**src/rtl/bitty_fetch_unit_if.sv**
```systemverilog
// Fetch-unit bus: program loading, start control, core handshake and status.
// The master side (loader/core) drives the strobes; the slave side is the fetch unit.
interface bitty_fetch_if #(
    parameter int unsigned ADDR_W = 8
);
    logic              load_en;
    logic [ADDR_W-1:0] load_addr;
    logic [15:0]       load_data;
    logic              start;
    logic [ADDR_W-1:0] start_addr;
    logic              done;
    logic [15:0]       instruction;
    logic              run;
    logic [ADDR_W-1:0] pc;
    logic              busy;
    logic              halted;
    logic [15:0]       retired;

    modport master (
        output load_en, load_addr, load_data, start, start_addr, done,
        input  instruction, run, pc, busy, halted, retired
    );

    modport slave (
        input  load_en, load_addr, load_data, start, start_addr, done,
        output instruction, run, pc, busy, halted, retired
    );
endinterface

```
**src/rtl/bitty_fetch_unit.sv**
```systemverilog
// Instruction-supply stage for bitty_core: program memory, PC, and run/done sequencing.
// Fetches one word per instruction and stops on HALT_INSTR without issuing it.
module bitty_fetch_unit #(
    parameter int unsigned ADDR_W     = 8,
    parameter logic [15:0] HALT_INSTR = 16'h0000
) (
    input  logic        clk,
    input  logic        reset,
    bitty_fetch_if.slave bus
);
    localparam int unsigned DATA_W = 16;
    localparam int unsigned DEPTH  = 1 << ADDR_W;

    localparam logic [1:0] S_IDLE  = 2'd0;
    localparam logic [1:0] S_FETCH = 2'd1;
    localparam logic [1:0] S_ISSUE = 2'd2;
    localparam logic [1:0] S_HALT  = 2'd3;

    logic [DATA_W-1:0] mem [DEPTH];

    logic [1:0]        state_q, state_d;
    logic [ADDR_W-1:0] pc_q, pc_d;
    logic [DATA_W-1:0] instr_q, instr_d;
    logic [15:0]       retired_q, retired_d;
    logic              run_q, run_d;
    logic              busy_q, busy_d;
    logic              halted_q, halted_d;
    logic              mem_we;
    logic [DATA_W-1:0] fetch_word;

    // Read data is captured into instr_q at the end of FETCH, so a write in the
    // start cycle is already visible to the first fetch.
    assign fetch_word = mem[pc_q];

    always_comb begin
        state_d   = state_q;
        pc_d      = pc_q;
        instr_d   = instr_q;
        retired_d = retired_q;
        mem_we    = 1'b0;

        case (state_q)
            S_IDLE, S_HALT: begin
                mem_we = bus.load_en;
                if (bus.start) begin
                    pc_d      = bus.start_addr;
                    retired_d = 16'd0;
                    state_d   = S_FETCH;
                end
            end
            S_FETCH: begin
                instr_d = fetch_word;
                state_d = (fetch_word == HALT_INSTR) ? S_HALT : S_ISSUE;
            end
            S_ISSUE: begin
                if (bus.done) begin
                    pc_d      = pc_q + ADDR_W'(1);
                    retired_d = retired_q + 16'd1;
                    state_d   = S_FETCH;
                end
            end
            default: state_d = S_IDLE;
        endcase

        run_d    = (state_d == S_ISSUE);
        busy_d   = (state_d == S_FETCH) || (state_d == S_ISSUE);
        halted_d = (state_d == S_HALT);
    end

    always_ff @(posedge clk or posedge reset) begin
        if (reset) begin
            state_q   <= S_IDLE;
            pc_q      <= '0;
            instr_q   <= '0;
            retired_q <= '0;
            run_q     <= 1'b0;
            busy_q    <= 1'b0;
            halted_q  <= 1'b0;
        end else begin
            state_q   <= state_d;
            pc_q      <= pc_d;
            instr_q   <= instr_d;
            retired_q <= retired_d;
            run_q     <= run_d;
            busy_q    <= busy_d;
            halted_q  <= halted_d;
        end
    end

    // Program memory contents survive reset.
    always_ff @(posedge clk) begin
        if (mem_we) begin
            mem[bus.load_addr] <= bus.load_data;
        end
    end

    assign bus.instruction = instr_q;
    assign bus.run         = run_q;
    assign bus.pc          = pc_q;
    assign bus.busy        = busy_q;
    assign bus.halted      = halted_q;
    assign bus.retired     = retired_q;
endmodule

```
**src/flat_wrapper.sv**
```systemverilog
// flat-port wrapper written by rule: the top's interface ports become plain ports
module bitty_fetch_unit_flat 
#(
    parameter int unsigned ADDR_W     = 8,
    parameter logic [15:0] HALT_INSTR = 16'h0000
)
  (clk, reset, bus_load_en, bus_load_addr, bus_load_data, bus_start, bus_start_addr, bus_done, bus_instruction, bus_run, bus_pc, bus_busy, bus_halted, bus_retired);
  bitty_fetch_if #(.ADDR_W(ADDR_W)) bus_i ();
  input  logic clk;
  input  logic reset;
  input wire logic [$bits(bus_i.load_en)-1:0] bus_load_en;
  input wire logic [$bits(bus_i.load_addr)-1:0] bus_load_addr;
  input wire logic [$bits(bus_i.load_data)-1:0] bus_load_data;
  input wire logic [$bits(bus_i.start)-1:0] bus_start;
  input wire logic [$bits(bus_i.start_addr)-1:0] bus_start_addr;
  input wire logic [$bits(bus_i.done)-1:0] bus_done;
  output wire logic [$bits(bus_i.instruction)-1:0] bus_instruction;
  output wire logic [$bits(bus_i.run)-1:0] bus_run;
  output wire logic [$bits(bus_i.pc)-1:0] bus_pc;
  output wire logic [$bits(bus_i.busy)-1:0] bus_busy;
  output wire logic [$bits(bus_i.halted)-1:0] bus_halted;
  output wire logic [$bits(bus_i.retired)-1:0] bus_retired;
  assign bus_i.load_en = bus_load_en;
  assign bus_i.load_addr = bus_load_addr;
  assign bus_i.load_data = bus_load_data;
  assign bus_i.start = bus_start;
  assign bus_i.start_addr = bus_start_addr;
  assign bus_i.done = bus_done;
  assign bus_instruction = bus_i.instruction;
  assign bus_run = bus_i.run;
  assign bus_pc = bus_i.pc;
  assign bus_busy = bus_i.busy;
  assign bus_halted = bus_i.halted;
  assign bus_retired = bus_i.retired;
  bitty_fetch_unit #(.ADDR_W(ADDR_W), .HALT_INSTR(HALT_INSTR)) u_core (.clk(clk), .reset(reset), .bus(bus_i));
endmodule
```
**config.mk**
```make
export PLATFORM = sky130hd
export DESIGN_NAME = bitty_fetch_unit_flat
export DESIGN_NICKNAME = d
export VERILOG_FILES = /design/src/rtl/bitty_fetch_unit_if.sv /design/src/rtl/bitty_fetch_unit.sv /design/src/flat_wrapper.sv
export SDC_FILE = /design/constraint.sdc
export NUM_CORES = 2
export LEC_CHECK = 0
export BUFFER_PORTS_ARGS = -buffer_cell sky130_fd_sc_hd__buf_2
export CORE_ASPECT_RATIO = 0.6
export CORE_MARGIN = 3
export CORE_UTILIZATION = 55
export DETAILED_ROUTE_END_ITERATION = 6
export PLACE_DENSITY = 0.73
export SYNTH_ARGS = -nofsm -noshare
export SYNTH_HDL_FRONTEND = slang
export SYNTH_SLANG_ARGS = --single-unit
```
**constraint.sdc**
```tcl
create_clock -name clk -period 3.1 [get_ports clk]
set_input_delay 0.155 -clock clk [delete_from_list [all_inputs] [get_ports clk]]
set_output_delay 0.155 -clock clk [all_outputs]
set_load 0.03 [all_outputs]
```
==> run metrics <==
final slew viol count=0; DP Worst Slack=-1420 ps; Core Rows=152; PwrDens=929 nW/um^2; Reg-to-Reg End=u_core.bus.busy$_DFF_PP0_; status=complete, but fails checks; clock-pin slew on the worst setup and hold paths=70 ps; Synth Area in Compound Gates=roughly 3.4%; maximum clock path buffer count=4; clock root buffer=clkbuf_16; Initial DRC Count=19,500; Synth area leaders=edfxtp_1 (77%), mux4_2 (11%), mux2i_1 (3.2%); max cap viols=0; Final Cell Area=193,000 sq um; post-synthesis simple-gate area fraction=2.73%; Hold Path Class=primary input to async pin; Vias=between 90,000 and 100k; Max IR drop VDD=739 uV; Ys Warns=0; PnR worst setup slack=-1210 ps; count leader, synth=edfxtp_1; GP Congestion=1.05; CTS tree=done; CTS H-tree lvls=5; fillers=17,400; Final Skew=~64 ps; Final setup viols=21; Tmin final=between 4000 and 5000 ps; I/O pin cnt=80; Post-layout nets=slightly above 9,000; DRC=0; worst-margin pin slew=1400 ps; wire length per cell=40.6 microns; share of cells above drive strength 1=around 35%; critical path class=flop to flop; largest family of logic cells by synthesized area=multiplexers; met1 Use GR=49.7%; share of the synthesized area in the top cell type=just under 80%; Cell Area, Placed=approximately 180,000 sq um; die area=298,000 sq um; dpl hpwl=347,000 microns; leading area contributor after synthesis=edfxtp_1; Synth Net Count=7,825; CTS Buf Count=351; Initial Util=a little under three fifths; total length of routed wires=approximately 550,000 microns; nature of the critical path endpoint=flop; drt via density=roughly 7.2; Setup crit start kind=flop; largest net degree at the start of global routing=120; register bit total from synthesis=roughly 4,100; utilization after layout=67.1%; distinct cell type count after synthesis=74; gr busiest metal=met1; Top FF cell, synth=edfxtp_1; Mapped Area=roughly 160,000 sq um; Async SR Flop Fraction=1.09%; final hold vios=0; GRT Resource Usage Total=36.1%; fin crit share=139%; EDFF count, synth=4,096; clk sinks=4,141; total gr overflow=0; failing checks=setup timing; R2R cell count=16; GR Layer Usage met2=47.9%; slew margin rel.=5.16%; first-pass GRT wire length=737,000 microns; Synth Area in Adders=0.0391%; antenna violations before repair=45; Reg2Reg Setup Slack=-1210 ps; DIE WIDTH=703 microns; worst r2r src=u_core.bus.pc[2]$_DFFE_PP0P_; register area=124,000 sq um; Worst EP arrival=5140 ps; I/O Buffers=79; Multi-input gate area=around 36,000 sq um; Post-synth top cells=edfxtp_1 (4,096), mux4_2 (801), mux2i_1 (506); xor-xnor portion of the synthesized cell area=0.0547%; clk_lat worst skew=930 ps; core box area=about 290,000 sq um; met3 Usage GRT=20.3%; DIE HEIGHT=424 microns; Req. time, crit path=3930 ps; mux contribution to synthesized area=14.7%; worst-path fanout max=16; fmax=0.232 GHz; synthesized instance count=7,783; Avg Cell Area, Syn=20.6 sq um; drt first pass iters=7; vias in the first global route=between 90,000 and 100k; area grow syn2layout=20.5%; RSZ-0062 raised after global routing=yes; Antenna Nets Post-Route=0; final setup TNS=-11,360 ps; sequential area share after synthesis=77.5%; Leak=63.5 nW
==> cell families (layout without fill, tap and decap cells) <==
logic type	Yosys count	count (layout)
AO/OA/AOI/OAI	809	809
XOR/XNOR	10	10
adder cells (fa/ha/maj)	5	5
buffers and inverters	486	2288
flip-flops	4141	4141
multiplexers	1346	1346
other	0	51
AND/OR/NAND/NOR	986	986
==> report_power, final <==
group | internal [mW] | switching [mW]
clock network | 24.4 | 20.4
logic | 29.8 | 42.6
registers | 61.8 | 0.333
==> cell usage in the layout, fill, tap and decap left out, types with 135 or more instances in the layout <==
| cell | Yosys | layout |
|---|---|---|
| mux2i_1 | 506 | 486 |
| edfxtp_1 | 4096 | 4096 |
| nand2_1 | 292 | 282 |
| a22oi_1 | 158 | 143 |
| buf_12 | 0 | 270 |
| mux4_2 | 801 | 801 |
| buf_4 | 103 | 1146 |
| nor2_1 | 357 | 237 |
| clkbuf_16 | 0 | 372 |
| o22ai_1 | 152 | 135 |
==> flip-flops by register name, summed over array words and instances (netlist names) <==
name / flops
u_core.bus.busy: 1
u_core.bus.run: 1
u_core.mem: 4096
u_core.bus.retired: 16
u_core.bus.halted: 1
u_core.bus.instruction: 16
u_core.state_q: 2
u_core.bus.pc: 8
==> what timing repair did <==
item                                    4_1_cts  5_1_grt
cloned                                       16       10
resized for setup                           272      199
hold buffers                                 31        0
endpoints found under the setup margin       21       22
setup buffers                                54       95
endpoints found under the hold margin       618        0
pin swaps                                    39       63
==> metrics by stage <==
stage	hold slack (ps)	cells	total power [mW]
6_report	86.6	13500	179
5_1_grt	61.8	13400	181
4_1_cts	0.225	13300	172
3_5_place_dp	406	12600	124
3_3_place_gp	413	12600	124
2_1_floorplan	254	7783	91.1
==> cell type report <==
cell class / instances / share of cell area, %
diodes: 51 / 0.0661
clock buffers: 434 / 4.87
clock inverters: 195 / 0.967
inverters: 17 / 0.0434
multi-input cells: 3156 / 18.4
flip-flops and latches: 4141 / 64.3
well taps: 3850 / 2.50
repair buffers: 1642 / 8.81
==> routing by layer <==
layer  up-vias  share of wire [%]
li1      35500                  -
met1     49200                 34
met2     10300                 41
met3      1572                 20
met4        34                4.8
met5         -               0.16
==> critical path, stage by stage (launching register included) <==
cell	delay, ps
dfrtp_4	520
buf_12	170
buf_4	150
nand2b_4	90
buf_12	220
buf_4	340
nor2_1	150
o311ai_0	440
buf_4	200
a311oi_4	200
nand4_1	310
o211ai_1	270
nor3_1	270
and4bb_1	290
a41oi_2	130
ha_1	340
inv_1	50
==> worst max-delay path by stage <==
stage	startpoint	to	slack [ps]	depth (start not counted)
after floorplan	u_core.bus.pc[0]$_DFFE_PP0P_	u_core.bus.busy$_DFF_PP0_	-230	12
after global placement	u_core.bus.pc[1]$_DFFE_PP0P_	u_core.bus.busy$_DFF_PP0_	-1390	17
after detailed placement	u_core.bus.pc[0]$_DFFE_PP0P_	u_core.bus.busy$_DFF_PP0_	-1420	17
after CTS	u_core.bus.pc[0]$_DFFE_PP0P_	u_core.bus.busy$_DFF_PP0_	-1010	15
after global routing	u_core.bus.pc[2]$_DFFE_PP0P_	u_core.bus.busy$_DFF_PP0_	-1200	16
final	u_core.bus.pc[2]$_DFFE_PP0P_	u_core.bus.busy$_DFF_PP0_	-1210	16
No activity file was read; power rests on OpenSTA's default activity.
